`src/rtl/hit_judge.sv`:
```
// hit_judge: judges key presses against the lit mole and keeps a registered
// score and life count. It emits one-cycle hit/miss events and a sticky
// out-of-lives flag. Everything runs in the single clk domain.
module hit_judge #(
  parameter int MAX_SCORE          = 63,
  parameter int NUM_KEYS           = 9,
  parameter int TIMEOUT_COSTS_LIFE = 1
) (
  input  logic       clk,
  input  logic       reset,
  input  logic       start,
  input  logic       enable,
  input  logic       use_lives,
  input  logic [3:0] total_lives,
  input  logic       light_new,
  input  logic       light_off,
  input  logic [3:0] light_pos,
  input  logic       key_down,
  input  logic [3:0] key,
  output logic [5:0] score,
  output logic [3:0] lives_left,
  output logic       hit_pulse,
  output logic       miss_pulse,
  output logic       out_of_lives
);

  localparam logic [4:0] NUM_KEYS_W = 5'(NUM_KEYS);
  localparam logic [5:0] MAX_SCORE_W = 6'(MAX_SCORE);
  localparam logic       TIMEOUT_COST = (TIMEOUT_COSTS_LIFE != 0);

  typedef enum logic [1:0] {IDLE, ARMED, HIT} state_t;

  state_t     state_reg, state_next;
  logic [3:0] target_reg, target_next;
  logic [5:0] score_reg, score_next;
  logic [3:0] lives_reg, lives_next;
  logic       hit_reg, hit_next;
  logic       miss_reg, miss_next;
  logic       ool_reg, ool_next;
  logic       key_down_q;

  logic press;
  logic new_valid;
  logic hit_ev;
  logic wrong_ev;
  logic timeout_ev;
  logic charge;
  logic miss_ev;

  // A press is the rising edge of key_down on a legal key while playing.
  assign press     = key_down & ~key_down_q & enable & ({1'b0, key} < NUM_KEYS_W);
  // A light at an illegal position is treated as if it never happened.
  assign new_valid = light_new & ({1'b0, light_pos} < NUM_KEYS_W);

  // Events are judged against the window and target as they stand this cycle.
  assign hit_ev     = press & (state_reg == ARMED) & (key == target_reg);
  assign wrong_ev   = press & ((state_reg == IDLE) |
                               ((state_reg == ARMED) & (key != target_reg)));
  assign timeout_ev = enable & (state_reg == ARMED) & (new_valid | light_off) & ~hit_ev;
  // A wrong press and a timeout in the same cycle still cost a single life.
  assign charge     = use_lives & (wrong_ev | (timeout_ev & TIMEOUT_COST));
  assign miss_ev    = wrong_ev | (timeout_ev & TIMEOUT_COST & use_lives);

  // Next-state, scoring and life arithmetic; start overrides every event.
  always_comb begin
    state_next  = state_reg;
    target_next = target_reg;
    score_next  = score_reg;
    lives_next  = lives_reg;
    ool_next    = ool_reg;
    hit_next    = 1'b0;
    miss_next   = 1'b0;
    if (start) begin
      state_next = IDLE;
      score_next = 6'd0;
      lives_next = total_lives;
      ool_next   = 1'b0;
    end else begin
      if (hit_ev) begin
        hit_next = 1'b1;
        if (score_reg != MAX_SCORE_W) begin
          score_next = score_reg + 6'd1;
        end
      end
      if (miss_ev) begin
        miss_next = 1'b1;
      end
      if (charge && (lives_reg != 4'd0)) begin
        lives_next = lives_reg - 4'd1;
        if (lives_reg == 4'd1) begin
          ool_next = 1'b1;
        end
      end
      if (!enable) begin
        state_next = IDLE;
      end else begin
        case (state_reg)
          IDLE: begin
            if (new_valid) begin
              state_next  = ARMED;
              target_next = light_pos;
            end
          end
          ARMED: begin
            if (new_valid) begin
              state_next  = ARMED;
              target_next = light_pos;
            end else if (light_off) begin
              state_next = IDLE;
            end else if (hit_ev) begin
              state_next = HIT;
            end
          end
          HIT: begin
            if (new_valid) begin
              state_next  = ARMED;
              target_next = light_pos;
            end else if (light_off) begin
              state_next = IDLE;
            end
          end
          default: state_next = IDLE;
        endcase
      end
    end
  end

  // State and output registers with synchronous reset.
  always_ff @(posedge clk) begin
    if (reset) begin
      state_reg  <= IDLE;
      target_reg <= 4'd0;
      score_reg  <= 6'd0;
      lives_reg  <= 4'd0;
      hit_reg    <= 1'b0;
      miss_reg   <= 1'b0;
      ool_reg    <= 1'b0;
      key_down_q <= 1'b0;
    end else begin
      state_reg  <= state_next;
      target_reg <= target_next;
      score_reg  <= score_next;
      lives_reg  <= lives_next;
      hit_reg    <= hit_next;
      miss_reg   <= miss_next;
      ool_reg    <= ool_next;
      key_down_q <= key_down;
    end
  end

  assign score        = score_reg;
  assign lives_left   = lives_reg;
  assign hit_pulse    = hit_reg;
  assign miss_pulse   = miss_reg;
  assign out_of_lives = ool_reg;

endmodule

```
`config.mk`:
```
export PLATFORM = sky130hd
export DESIGN_NAME = hit_judge
export DESIGN_NICKNAME = d
export VERILOG_FILES = /design/src/rtl/hit_judge.sv
export SDC_FILE = /design/constraint.sdc
export NUM_CORES = 1
export LEC_CHECK = 0
export BUFFER_PORTS_ARGS = -buffer_cell sky130_fd_sc_hd__buf_2
export CAP_MARGIN = 20
export CORE_ASPECT_RATIO = 0.9
export CORE_MARGIN = 3
export CORE_UTILIZATION = 55
export CTS_CLUSTER_DIAMETER = 120
export DETAILED_ROUTE_END_ITERATION = 8
export PLACE_DENSITY_LB_ADDON = 0.08
export SLEW_MARGIN = 25
export SYNTH_ARGS = -nofsm -noshare
export SYNTH_HDL_FRONTEND = slang
export SYNTH_SLANG_ARGS = --single-unit
```
`constraint.sdc`:
```
create_clock -name clk -period 2.8 [get_ports clk]
set_input_delay 0.84 -clock clk [delete_from_list [all_inputs] [get_ports clk]]
set_output_delay 0.84 -clock clk [all_outputs]
set_load 0.02 [all_outputs]
```
==> results.toml, run 1 <==
[hold_path]
hold_path_startpoint = "out_of_lives"
min_to = "out_of_lives"
hold_class = "reg -> reg"
hold_depth = 2

[detailed_routing]
routed_via_density = 5.88
drt_iter0_markers = 20
drc = 0
finalWirelength_um = 2510
vias = 1094
ant_nets = 0
wl_per_cell_um = 13.5
dr.pass1.iters = 4

[clock_network]
cts_resized = 0
cts-root-buf = "clkbuf_4"
cts_buffers = 3
path_clk_slew_ns = 0.12
cts_buffer_depth = 2
cts.sinks = 20
post_cts_buffers = 0
cts.hold.buffers_added = 0
ctsHtreeMaxLevel = 1
cts_tree = "done"
insertion_delay_ns = 0.31

[place]
gp_congestion = 0.914
hpwl_um = 1990
pre_cts_slack_ns = 0.413
io_buffer_count = 32

[floorplan]
die_x_um = 54.5
dieArea_mm2 = 0.00271
fp.coreArea_mm2 = 0.00197
rows = 15
dieHeight_um = 49.7
ioPinCount = 33
start_util_pct = 59.2

[worst_setup_path]
startpoint_type = "primary input"
path_cells = "buf_2 -> o31ai_4 -> a21oi_1 -> nor4_4 -> o21ai_0 -> a32o_1"
crit_fanout = 9
r2r-end = "lives_left[1]"
crit_path_max_incr_delay_ns = 0.46
cp.arrival_ns = 2.34
worst_ep_required_time_ns = 3.01
crit_type = "in -> reg"
r2r-start = "lives_left[0]"
worst-r2r-setup-slack_ns = 0.84
critPathTopFamily = "compound AO/OA/AOI/OAI gates"
rr_worst_depth = 6
cp-end-kind = "flip-flop"
worst-path-buf-inv = 1
cp_slowest_cell = "nor4_4"

[synth]
synth_cell_type_count = 47
synthFlopType = "dfxtp_1"
yosys_warnings = 0
syn_area_per_cell_um2 = 9.25
syn_nets = 149
yosys_register_bits = 20
synth_edf_count = 0
syn_area_mm2 = 0.00117
ys_seq_area_share_pct = 34.3
syn_inst = 126
synthArstFlopShare_pct = 0

[status]
status = "completed"

[timing]
rsz0062_at_grt = "false"
max_freq_ghz = 0.470
setup_viol = 0
final.period_utilization_pct = 75.9
tns_ns = 0
finalWorstSetupSlack_ns = 0.674
finalHoldViolCount = 0
finalMaxSlewViolations = 0
finalCriticalPeriod_ns = 2.13
max-slew-margin-rel_pct = 67.8
worstMarginPinSlew_ns = 0.479
skew_ns = 0.00415

[grt]
globalRouteOverflowTotal = 0
grt_max_degree = 12
grtUsageTotal_pct = 21.2
grt_pass1_vias = 1025
antenna_found_initial = 0
grt_first_pass_wirelength_um = 4330

[finish]
nets = 185
drive_above_1_share_pct = 33.5
largest_reg_flops = 6
antenna-diode-count = 0
syn_to_final_growth_pct = 19.5

[pwr]
pwr_density_cell_mw_per_mm2 = 402
leakage_uw = 0.000571
max-vdd-ir-drop_v = 0.000348

[flow_run]
cap_violations = 0
-- tightest hold or removal path, stage by stage, from the launching register on --
cell     delay [ns]
dfxtp_1        0.33
inv_1          0.04
a21oi_1        0.05
-- metrics by stage --
stage                     total power [uW]  hold WS (ns)  utilization, %  area [um2]  std cells
after global placement                 393         0.433            68.9        1360        182
after floorplan                        360         0.485               -        1170        126
after global routing                   590         0.491            70.7        1390        186
final                                  561         0.454            70.7        1390        186
after detailed placement               396         0.445            68.9        1360        182
after CTS                              568         0.462            70.7        1390        186
-- layout make-up --
class | instances | area (um2)
Timing Repair Buffer | 34 | 175
Fill cell | 175 | 577
Multi-Input combinational cell | 98 | 732
Inverter | 5 | 18.8
Sequential cell | 20 | 400
Tap cell | 25 | 31.3
Clock buffer | 4 | 36.3
-- cells in the mapped netlist, types with 2 or more instances --
| master | instances | area share [%] |
|---|---|---|
| a21oi_1 | 7 | 3.0 |
| nor2b_1 | 4 | 2.1 |
| nor3_1 | 4 | 1.7 |
| dfxtp_1 | 20 | 34 |
| nand4_1 | 2 | 1.1 |
| nor2_1 | 11 | 3.5 |
| or3_1 | 3 | 1.6 |
| mux2i_1 | 4 | 3.4 |
| xnor2_2 | 3 | 4.2 |
| xnor2_1 | 2 | 1.5 |
| nand2_1 | 15 | 4.8 |
| a32o_1 | 2 | 1.7 |
| inv_1 | 5 | 1.6 |
| ha_1 | 3 | 3.2 |
| nor3b_1 | 2 | 1.3 |
| o21ai_0 | 3 | 1.3 |
| clkbuf_1 | 2 | 0.64 |
| nand3_1 | 5 | 2.1 |
-- logic make-up after synthesis --
logic type,after synthesis,synth area share (%)
buf+inv,8,2.90
compound gates,26,20.3
flops,20,34.3
xor+xnor,5,5.69
simple gates,60,30.2
fa+ha+maj,3,3.22
mux,4,3.43
-- metal layers --
layer  track usage (%)  share of wire, %  vias up
li1                  -                 -      539
met1              24.4                41      516
met2              36.7                53       34
met3              6.65               5.4        5
met4              5.39              0.80        0
met5                 0                 0        -
-- cell usage in the layout, fill, tap and decap left out, drive strengths merged, types with 2 or more instances in the layout --
cell / n
a211oi: 2
a21oi: 7
a32o: 2
and2: 2
and4bb: 2
buf: 34
clkbuf: 4
dfxtp: 20
ha: 3
inv: 5
mux2i: 4
nand2: 15
nand3: 6
nand4: 2
nor2: 11
nor2b: 4
nor3: 4
nor3b: 3
nor4: 2
o21ai: 3
o31ai: 2
or3: 4
xnor2: 5
-- worst max path at each step --
stage	from	end	slack, ns	cells past startpoint
3_3_place_gp	light_pos[2]	lives_left[1]	0.47	6
2_1_floorplan	key[1]	lives_left[1]	0.72	5
5_1_grt	light_pos[2]	lives_left[1]	0.60	6
6_report	light_pos[2]	lives_left[1]	0.67	6
4_1_cts	light_pos[2]	lives_left[1]	0.70	6
3_5_place_dp	light_pos[2]	lives_left[1]	0.41	6
-- power breakdown --
part           total, uW  internal (uW)  switching (uW)
logic               90.3           40.4            49.8
clock network        171           79.4            91.7
registers            299            291            7.95
(Power assumes the default switching activity.)
==> run 2: changes to the inputs <==
Settings changed: CORE_UTILIZATION 55 to 46.
Clock period 2.8 ns to 1.9 ns, I/O delays scaled along.
==> run 2 against run 1 <==
Against the previous run: sequential share of layout area decreased by 2.3 points; first-iteration DRC count increased to 2.6 times the previous value; critical path type is now reg -> reg; largest cell class unchanged; largest power group unchanged; routed wire length increased by 9.1%.
==> results.toml, run 2 (synthesized netlist as in run 1, its figures left out) <==
[status]
status = "completed"

[pwr]
p_sw_share_pct = 24.2
p_switching_uw = 230
max-vdd-ir-drop_v = 0.000799
finalPower_uw = 952
p_seq_share_pct = 46.5
power_frac_comb_pct = 16.8
intPower_uw = 722
leakage_uw = 0.000640
power_frac_clock_pct = 36.8
pwr_density_cell_mw_per_mm2 = 625

[clock_network]
cts.hold.buffers_added = 0
cts.sinks = 20
cts_buffers = 3
cts_buffer_depth = 2
ctsHtreeMaxLevel = 1
path_clk_slew_ns = 0.11
cts-root-buf = "clkbuf_4"
cts_tree = "done"
post_cts_buffers = 0
insertion_delay_ns = 0.31

[flow_run]
cap_violations = 0

[worst_setup_path]
r2r-start = "lives_left[1]"
crit_fanout = 6
cp-end-kind = "flip-flop"
crit_end = "lives_left[1]"
cp.arrival_ns = 1.98
startpoint_type = "flip-flop"
worst-r2r-setup-slack_ns = 0.11
r2r-end = "lives_left[1]"
rr_worst_depth = 7
worst_ep_required_time_ns = 2.10
crit_start = "lives_left[1]"
crit_type = "reg -> reg"

[timing]
setup_viol = 0
finalWorstSetupSlack_ns = 0.115
finalMaxSlewViolations = 0
finalHoldViolCount = 0
worstMarginPinSlew_ns = 0.319
rsz0062_at_grt = "false"
max-slew-margin-rel_pct = 78.6
max_freq_ghz = 0.560
finalCriticalPeriod_ns = 1.79
skew_ns = 0.0119
tns_ns = 0
hold_ws_ns = 0.459
final.period_utilization_pct = 94.0

[place]
hpwl_um = 2070
dp_cells = 196
io_buffer_count = 32
pre_cts_slack_ns = -0.0765
gp_congestion = 0.914

[floorplan]
ioPinCount = 33
fp.coreArea_mm2 = 0.00228
die_x_um = 59.1
rows = 16
dieHeight_um = 53.8
start_util_pct = 51.1
dieArea_mm2 = 0.00318

[grt]
antenna_found_initial = 0
grtUsageTotal_pct = 19.2
grt_max_degree = 13
grt_first_pass_wirelength_um = 4640
grt_pass1_vias = 1054
globalRouteOverflowTotal = 0

[detailed_routing]
drc = 0
finalWirelength_um = 2740
drt_iter0_markers = 52
wl_per_cell_um = 13.7
ant_nets = 0
routed_via_density = 5.50
dr.pass1.iters = 4
vias = 1099

[finish]
mostFrequentLayoutCell = "buf_2"
syn_to_final_growth_pct = 30.6
final_cell_mix = "32 x buf_2, 19 x dfxtp_1, 15 x nand2_1, 14 x buf_4, 11 x nor2_1"
fill_cells = 200
largest_reg_flops = 6
antenna-diode-count = 0
nets = 197
multiInputGateArea_um2 = 751
drive_above_1_share_pct = 39.3
stdcell_count = 200
ff_latch_area_um2 = 402

[hold_path]
hold_class = "reg -> reg"
## run 2: timing repair
| item | CTS | global route |
|---|---|---|
| endpoints found under the hold margin | 0 | 0 |
| resized for setup | 0 | 4 |
| endpoints found under the setup margin | 0 | 3 |
## run 2: worst min-delay path by stage
stage | slack (ns) | startpoint | end | cells after the start
3_5_place_dp | 0.45 | out_of_lives | out_of_lives | 2
6_report | 0.46 | out_of_lives | out_of_lives | 2
2_1_floorplan | 0.49 | target_reg[3] | target_reg[3] | 2
5_1_grt | 0.47 | key_down | key_down_q | 2
3_3_place_gp | 0.43 | out_of_lives | out_of_lives | 2
4_1_cts | 0.46 | out_of_lives | out_of_lives | 2
## run 2: critical path: stages (launching register included)
cell	delay, ns
dfxtp_2	0.35
inv_1	0.11
ha_4	0.15
nor3b_4	0.24
nor2b_1	0.09
o211a_4	0.16
or3_1	0.34
a32o_1	0.25
## run 2: layout make-up
class / instances / area share (%)
repair buffers: 46 / 17.4
inverters: 5 / 1.23
multi-input cells: 98 / 49.3
flip-flops and latches: 20 / 26.4
clock inverters: 1 / 1.97
clock buffers: 3 / 1.48
well taps: 27 / 2.22
## run 2: routing by layer
metal	part of all wire [%]	track usage, %	vias to the layer above
met5	0	0	-
met4	0.47	3.40	0
met3	6.8	4.56	2
met2	46	31.6	48
met1	47	25.8	491
li1	-	-	558
## run 2: power by group through the flow
stage               Sequential, uW  Combinational, uW  Clock, uW
floorplan                      457               73.9          0
global placement               449                148          0
detailed placement             450                149          0
CTS                            441                151        361
global route                   444                174        386
finish                         442                159        350
## run 2: metrics by stage
step | area, um2 | utilization (%)
finish | 1520 | 66.7
global route | 1520 | 66.7
CTS | 1500 | 65.8
detailed placement | 1450 | 63.5
global placement | 1450 | 63.5
floorplan | 1170 | -
==> run 3: changes to the inputs <==
Settings changed: BUFFER_PORTS_ARGS -buffer_cell sky130_fd_sc_hd__buf_2 to -buffer_cell sky130_fd_sc_hd__clkbuf_2.
==> run 3 against run 2 <==
Against the previous run: count of clock-buffer cells in the layout is the same; via count rose by 1.5%; final area about the same; total power increased by 0.76%; non-clock buffer count increased by 1; first-iteration DRC count is 9.6% higher; utilization shrank 0.055 points; register-to-register slack about the same; routed wire length grew 3.5%.
==> results.toml, run 3 (synthesized netlist as in run 1, its figures left out) <==
[finish]
final_cell_mix = "32 x clkbuf_2, 18 x dfxtp_1, 15 x nand2_1, 15 x buf_4, 11 x nor2_1"
fin_util_pct = 66.7
nets = 198
mostFrequentLayoutCell = "clkbuf_2"
largest_reg_flops = 6
antenna-diode-count = 0
stdcell_count = 201
syn_to_final_growth_pct = 30.5
drive_above_1_share_pct = 40.2

[floorplan]
dieHeight_um = 53.8
ioPinCount = 33
dieArea_mm2 = 0.00318
die_x_um = 59.1
rows = 16
start_util_pct = 51.1
fp.coreArea_mm2 = 0.00228

[place]
dp_cells = 196
io_buffer_count = 32
hpwl_um = 2220
gp_congestion = 0.955

[timing]
hold_ws_ns = 0.462
max_freq_ghz = 0.562
finalHoldViolCount = 0
worstMarginPinSlew_ns = 0.333
max-slew-margin-rel_pct = 77.5
finalCriticalPeriod_ns = 1.78
skew_ns = 0.00676
rsz0062_at_grt = "false"
finalMaxSlewViolations = 0
final.period_utilization_pct = 93.7
setup_viol = 0

[status]
status = "completed"

[clock_network]
cts_buffers = 3
ctsHtreeMaxLevel = 1
cts_buffer_depth = 2
cts.hold.buffers_added = 0
cts.sinks = 20
path_clk_slew_ns = 0.11
cts_tree = "done"
insertion_delay_ns = 0.31
cts-root-buf = "clkbuf_4"

[detailed_routing]
dr.pass1.iters = 4
vias = 1116
drc = 0
routed_via_density = 5.55
drt_iter0_markers = 57
finalWirelength_um = 2840
wl_per_cell_um = 14.1
ant_nets = 0

[worst_setup_path]
crit_fanout = 6
startpoint_type = "flip-flop"
cp.arrival_ns = 2.01
crit_type = "reg -> reg"
worst_ep_required_time_ns = 2.13
cp-end-kind = "flip-flop"

[grt]
grtUsageTotal_pct = 20.1
grt_pass1_vias = 1036
antenna_found_initial = 0
grt_max_degree = 13
grt_first_pass_wirelength_um = 4750
globalRouteOverflowTotal = 0

[pwr]
pwr_density_cell_mw_per_mm2 = 630
leakage_uw = 0.000636
max-vdd-ir-drop_v = 0.000923

[flow_run]
cap_violations = 0

[hold_path]
hold_class = "reg -> reg"
run 3: cell types whose count changed in the layout (fill, tap and decap cells not counted), sizes merged:
cell    delta
clkbuf    +32
buf       -31
run 3: layer usage:
| metal | up-vias | share of wire, % | global-route usage (%) |
|---|---|---|---|
| li1 | 559 | - | - |
| met1 | 504 | 41 | 23.6 |
| met5 | - | 0 | 0 |
| met3 | 5 | 7.5 | 5.52 |
| met2 | 48 | 50 | 34.9 |
| met4 | 0 | 1.6 | 7.92 |
run 3: layout make-up:
cell class,instances,area [um2]
fillers,208,761
multi-input cells,98,741
flip-flops and latches,20,403
repair buffers,47,273
well taps,27,33.8
clock inverters,1,30.0
clock buffers,3,22.5
inverters,5,18.8
run 3: power breakdown:
part	leakage, uW	total (uW)	switching [uW]	internal, uW
sequential	0.000163	443	12.8	430
combinational	0.000445	161	80.9	80.0
clock	0.0000279	355	141	214
total	0.000636	959	235	724
run 3: stage by stage:
step	cell area [um2]	total power (uW)	worst slack, ns	TNS [ns]
after detailed placement	1450	602	-0.0713	-0.317
final	1520	959	0.120	0
after global routing	1520	1000	0.00558	0
after global placement	1450	597	-0.0382	-0.0482
after CTS	1510	963	0.0181	0
after floorplan	1170	531	0.0632	0
run 3: worst max-delay path: stages (launching register included):
cell       delay [ns]
dfxtp_2          0.35
inv_1            0.08
ha_2             0.20
nor3b_4          0.21
nor2b_1          0.08
o211a_4          0.16
buf_4            0.13
or3b_1           0.38
o2111ai_1        0.11
run 3: what timing repair did:
| item | 4_1_cts | 5_1_grt |
|---|---|---|
| setup buffers | 0 | 1 |
| cloned | 0 | 0 |
| resized for setup | 1 | 3 |
| endpoints found under the setup margin | 1 | 2 |
| pin swaps | 0 | 1 |
run 3: final timing paths:
kind | to | slack, ns | depth (start not counted) | from
worst max-delay path | lives_left[0] | 0.12 | 8 | lives_left[1]
worst min-delay path | out_of_lives | 0.46 | 2 | out_of_lives
worst max register to register | lives_left[0] | 0.12 | 8 | lives_left[1]
worst min register to register | out_of_lives | 0.46 | 2 | out_of_lives
